===== src/rtl/mem_arb_pkg.sv =====
// mem_arb_pkg: shared types and line/beat geometry for the cache-to-memory burst arbiter
package mem_arb_pkg;
    localparam int ADDR_W = 32;
    localparam int LINE_W = 256;
    localparam int BEAT_W = 64;
    localparam int BEATS = LINE_W / BEAT_W;
    localparam int OFFSET_BITS = 5;
    typedef enum logic [1:0] {IDLE, RD_BURST, WR_BURST, DONE} arb_state_t;
    typedef enum logic {GRANT_I, GRANT_D} grant_t;
endpackage


===== src/rtl/line_beat_shifter.sv =====
// line_beat_shifter: beat counter and line register that splits/assembles a cache line into memory beats
module line_beat_shifter
    import mem_arb_pkg::*;
(
    input  logic              clk,
    input  logic              rst,
    input  logic              load,
    input  logic [LINE_W-1:0] load_line,
    input  logic              step,
    input  logic              capture,
    input  logic [BEAT_W-1:0] beat_in,
    output logic [LINE_W-1:0] merged,
    output logic [BEAT_W-1:0] beat_out,
    output logic              last
);
    logic [$clog2(BEATS)-1:0] beat;
    logic [LINE_W-1:0] line;
    always_comb begin
        merged = line;
        merged[BEAT_W*beat +: BEAT_W] = beat_in;
    end
    assign beat_out = line[BEAT_W*beat +: BEAT_W];
    assign last = &beat;
    always_ff @(posedge clk or negedge rst) begin
        if (!rst) begin
            beat <= '0;
            line <= '0;
        end else if (load) begin
            beat <= '0;
            line <= load_line;
        end else if (step) begin
            beat <= beat + 1'b1;
            if (capture) line <= merged;
        end
    end
endmodule


===== src/rtl/line_burst_arbiter.sv =====
// line_burst_arbiter: round-robin arbitration of icache/dcache line transfers onto a 4-beat burst memory port
module line_burst_arbiter
    import mem_arb_pkg::*;
(
    input  logic              clk,
    input  logic              rst,
    input  logic              i_read,
    input  logic [ADDR_W-1:0] i_addr,
    output logic [LINE_W-1:0] i_rdata,
    output logic              i_resp,
    input  logic              d_read,
    input  logic              d_write,
    input  logic [ADDR_W-1:0] d_addr,
    input  logic [LINE_W-1:0] d_wdata,
    output logic [LINE_W-1:0] d_rdata,
    output logic              d_resp,
    output logic              mem_read,
    output logic              mem_write,
    output logic [ADDR_W-1:0] mem_addr,
    output logic [BEAT_W-1:0] mem_wdata,
    input  logic [BEAT_W-1:0] mem_rdata,
    input  logic              mem_resp
);
    arb_state_t state, state_d;
    grant_t grant, grant_d, last_grant, last_d;
    logic rd_d, wr_d, iresp_d, dresp_d, load, step, capture, last, d_pick;
    logic [ADDR_W-1:0] addr_d, req_addr;
    logic [LINE_W-1:0] merged;
    logic [BEAT_W-1:0] beat_out;

    line_beat_shifter u_shifter (
        .clk(clk),
        .rst(rst),
        .load(load),
        .load_line(d_wdata),
        .step(step),
        .capture(capture),
        .beat_in(mem_rdata),
        .merged(merged),
        .beat_out(beat_out),
        .last(last)
    );

    assign mem_wdata = mem_write ? beat_out : '0;

    always_comb begin
        d_pick = (d_read || d_write) && (!i_read || last_grant == GRANT_I);
        req_addr = d_pick ? d_addr : i_addr;
        state_d = state;
        grant_d = grant;
        last_d = last_grant;
        rd_d = mem_read;
        wr_d = mem_write;
        addr_d = mem_addr;
        iresp_d = 1'b0;
        dresp_d = 1'b0;
        load = 1'b0;
        step = 1'b0;
        capture = 1'b0;
        case (state)
            IDLE: if (i_read || d_read || d_write) begin
                load = 1'b1;
                grant_d = d_pick ? GRANT_D : GRANT_I;
                last_d = grant_d;
                addr_d = {req_addr[ADDR_W-1:OFFSET_BITS], {OFFSET_BITS{1'b0}}};
                wr_d = d_pick && d_write;
                rd_d = !wr_d;
                state_d = wr_d ? WR_BURST : RD_BURST;
            end
            RD_BURST: if (mem_resp) begin
                step = 1'b1;
                capture = 1'b1;
                if (last) begin
                    rd_d = 1'b0;
                    iresp_d = grant == GRANT_I;
                    dresp_d = grant == GRANT_D;
                    state_d = DONE;
                end
            end
            WR_BURST: if (mem_resp) begin
                step = 1'b1;
                if (last) begin
                    wr_d = 1'b0;
                    dresp_d = 1'b1;
                    state_d = DONE;
                end
            end
            default: state_d = IDLE;
        endcase
    end

    always_ff @(posedge clk or negedge rst) begin
        if (!rst) begin
            state <= IDLE;
            grant <= GRANT_I;
            last_grant <= GRANT_I;
            mem_read <= 1'b0;
            mem_write <= 1'b0;
            mem_addr <= '0;
            i_resp <= 1'b0;
            d_resp <= 1'b0;
            i_rdata <= '0;
            d_rdata <= '0;
        end else begin
            state <= state_d;
            grant <= grant_d;
            last_grant <= last_d;
            mem_read <= rd_d;
            mem_write <= wr_d;
            mem_addr <= addr_d;
            i_resp <= iresp_d;
            d_resp <= dresp_d;
            if (iresp_d) i_rdata <= merged;
            if (dresp_d && mem_read) d_rdata <= merged;
        end
    end
endmodule

===== config.mk =====
export PLATFORM = sky130hd
export DESIGN_NAME = line_burst_arbiter
export DESIGN_NICKNAME = d
export VERILOG_FILES = /design/src/rtl/mem_arb_pkg.sv /design/src/rtl/line_beat_shifter.sv /design/src/rtl/line_burst_arbiter.sv
export SDC_FILE = /design/constraint.sdc
export NUM_CORES = 1
export LEC_CHECK = 0
export BUFFER_PORTS_ARGS = -buffer_cell sky130_fd_sc_hd__buf_2
export CORE_AREA = 4 4 383 385
export DETAILED_ROUTE_END_ITERATION = 8
export DIE_AREA = 0 0 387 389
export PLACE_DENSITY_LB_ADDON = 0.2
export SLEW_MARGIN = 10
export SYNTH_ARGS = -nofsm -noshare
export SYNTH_HDL_FRONTEND = slang
export SYNTH_HIERARCHICAL = 1
export SYNTH_SLANG_ARGS = --single-unit

===== constraint.sdc =====
create_clock -name clk -period 2.89 [get_ports clk]
set_input_delay 0.578 -clock clk [delete_from_list [all_inputs] [get_ports clk]]
set_output_delay 0.578 -clock clk [all_outputs]
set_load 0.05 [all_outputs]

==> results.md <==
* First-pass GRT wire length at 251300 µm
* Worst Path Required at 2.31 ns
* Non-filler cells, final at 6246
* CP peak stage delay at 0.58 ns
* Largest family of logic cells by synthesized area: multiplexers
* Share of cells above drive strength 1 at 50.39%
* Placed instance area at 48220 µm²
* Post-synthesis register bit count at 804
* Clock net sink count at 804
* Most common cell after layout, fill and taps aside: buf_2
* Overall die area at 150500 µm²
* Max stage delay cell, worst path: mux4_2
* Setup Skew at 0.03436 ns
* PD cells at 1177 nW/µm²
* Area growth syn-to-layout at 30.91%
* Critical-path cell list: buf_12, buf_16, mux4_2, and2_4, buf_6
* Most frequent cells in the layout: 921 x buf_2, 801 x dfrtp_1, 273 x mux2_2
* WHS at 0.08353 ns
* Worst min path class: in -> reg
* TritonCTS clock tree: built
* Max_cap viols at 0
* Min Tclk post-route at 3.004 ns
* Mapped Cells at 3313
* Fillcell total at 14220
* Worst reg2reg startpoint: u_shifter/beat[0]$_DFFE_PN0P_
* PnR worst setup slack at -0.1144 ns
* CP delay by family, top: multiplexers
* DRC Markers at 0
* Synth Area per Inst at 12.22 µm²
* Fin. Hold Viols at 0
* Nets at 4634
* Vias in the first global route at 33070
* Post-synthesis xor/xnor area fraction at 0.02163%
* Hold Crit Endpoint: u_shifter/line[19]$_DFFE_PN0P_
* YS warnings at 6
* Total clock buffers created by CTS at 97
* Port Buf Inserts at 986
* Area contributors post-synth: dfrtp_1 50%, mux2_4 8.9%, mux2_2 7.6%
* Core area at 143100 µm²
* CP bufs+invs at 3
* Largest net degree at the start of global routing at 100
* Worst Path Max Fanout at 7
* Reg2Reg Depth at 9
* Period utilization at 104.0%
* Arrival @ worst endpoint at 2.43 ns
* Drt initial violations at 2558
* Top cell type's share of synthesized area at 49.68%
* Peak VDD IR at 640.0 µV
* Register area share after synthesis at 49.68%
* Initial Util at 28.29%
* RSZ-0062 raised after global routing: true
* Simple-Gate Fraction of Synth Area at 9.093%
* Max-slew violation count at 0
* Total routed wirelength at 175300 µm
* Post-synthesis compound-gate area fraction at 15.48%
* Worst Tran Pin Value at 0.6988 ns
* Setup violators final at 47
* Clock insertion delay at the later pin of the skew report at 0.71 ns
* Max Freq at 332.8 MHz
* Status: finished, violations left
* Cell area after layout at 53020 µm²
* Drt first pass iters at 7
* Normalized max-slew margin at 53.41%
* Clock root buffer: clkbuf_16
* Vias at 32530
* Vias/cell at 5.209
* Clock Pin Slew Worst Setup and Hold Paths at 0.06 ns
* Worst-case clock buffer depth at 3
* # rows at 139
* Post-DP HPWL at 125400 µm
* Mux contribution to synthesized area at 20.76%
* Setup crit start kind: flip-flop
* Mapped Area at 40500 µm²
* Final Wtd Congestion at 0.8753
* Initial antenna violation count at 74
* Synth area leader: dfrtp_1
* Wire per inst at 28.07 µm
* Number of flops mapped to enable cells by yosys at 0
* Reg-to-reg slack, setup at 0.14 ns
* CTS H-Tree Depth at 3
* Setup crit end kind: output port
* I/O Pins at 1002
* Yosys cell types at 41
* Cell count of the worst hold path at 3
* Placed Instances at 5993
* Critical path type: reg -> out
* Grt ovf at 0
* Die height at 389 µm
* Hold path startpoint: d_wdata[19]
* Setup tns final at -1.813 ns
* Total track usage at 22.52%
* Synth Flop Type: dfrtp_1
* Share of flip-flops with an asynchronous set or reset at 100.0%
* Capturing point of the worst reg2reg path: i_rdata[147]$_DFFE_PN0P_
* Post-route ant nets at 0
* Post-synthesis adder-cell area fraction at 0.3399%
* Die width at 387 µm
* Failing checks: negative setup slack
* Leakage Power at 26.68 nW
worst register-to-register path, stage by stage (launching register included):
cell	delay, ns
dfrtp_4	0.52
buf_12	0.17
buf_4	0.13
inv_1	0.12
ha_4	0.18
or4b_4	0.50
nor2_4	0.17
buf_12	0.29
a22o_1	0.41
mux2_2	0.21
layout make-up:
| class | instances | area (µm²) | share of cell area, % |
|---|---|---|---|
| timing repair buffer | 1198 | 8259 | 15.58 |
| clock buffer | 147 | 2846 | 5.369 |
| inverter | 10 | 47.55 | 0.08968 |
| antenna | 31 | 77.57 | 0.1463 |
| sequential | 804 | 20130 | 37.97 |
| tap | 1903 | 2381 | 4.491 |
| clock inverter | 31 | 470.5 | 0.8874 |
| multi-input combinational | 2122 | 18800 | 35.47 |
Yosys cell counts, types with 64 or more instances:
library cell	count
a311oi_1	192
and2_1	131
clkbuf_2	65
nor2_1	197
clkbuf_1	213
dfrtp_1	804
a221o_1	64
a22o_1	67
mux4_2	64
a31o_2	192
mux2_2	273
o31ai_1	193
nand2_1	222
nor2b_1	192
mux2_4	240
state kept, by name, summed over array words and instances, names as in the netlist, 2 cells and up:
| signal | count |
|---|---|
| u_shifter/beat | 2 |
| u_shifter/line | 256 |
| d_rdata | 256 |
| state | 2 |
| mem_addr | 27 |
| i_rdata | 256 |
cells by family (layout without fill, tap and decap cells):
family | Yosys count | count (layout)
xor gates and xnor gates | 1 | 1
muxes | 606 | 606
adders and majority gates | 11 | 11
other | 1 | 36
AOI/OAI and AO/OA | 747 | 747
buffers and inverters | 391 | 1386
DFF | 804 | 804
and+or+nand+nor | 752 | 752
report_power, final:
part / switching (mW) / internal [mW] / leakage, nW
registers: 2.74 / 15.0 / 10.7
clock network: 5.31 / 7.55 / 1.62
logic: 20.2 / 11.6 / 14.4
metrics by stage:
stage / power (mW) / setup slack (ns) / utilization [%]
global placement: 47.84 / 0.2507 / 33.69
finish: 62.41 / -0.1144 / 37.04
CTS: 62.89 / -0.2290 / 36.93
detailed placement: 48.03 / 0.2521 / 33.69
global route: 65.40 / -0.2095 / 37.01
floorplan: 37.84 / 0.02121 / -
worst max-delay path by stage:
| stage | start | end | slack [ns] | cells past startpoint |
|---|---|---|---|---|
| 6_report | u_shifter/beat[0]$_DFFE_PN0P_ | mem_wdata[21] | -0.11 | 5 |
| 5_1_grt | u_shifter/beat[0]$_DFFE_PN0P_ | mem_wdata[21] | -0.21 | 5 |
| 4_1_cts | u_shifter/beat[0]$_DFFE_PN0P_ | mem_wdata[21] | -0.23 | 5 |
| 3_5_place_dp | u_shifter/beat[1]$_DFFE_PN0P_ | mem_wdata[1] | 0.25 | 5 |
| 3_3_place_gp | u_shifter/beat[1]$_DFFE_PN0P_ | mem_wdata[1] | 0.25 | 5 |
| 2_1_floorplan | u_shifter/beat[1]$_DFFE_PN0P_ | u_shifter/line[132]$_DFFE_PN0P_ | 0.02 | 8 |
routing by layer:
layer,vias to the layer above,track usage [%],routed length (µm)
li1,14150,-,-
met3,254,6.050,13600
met5,-,0,267
met4,40,6.077,4193
met1,16800,29.04,72690
met2,1290,37.33,84580
repair_timing:
action | in CTS | in global routing
hold endpoints to repair | 52 | 0
setup endpoints to repair | 64 | 64
pin swaps | 7 | 3
hold buffers | 29 | 0
resized for setup | 243 | 14
gates cloned | 7 | 1
buffers inserted | 7 | 0
Note: power is estimated with default switching activity, not from simulation.
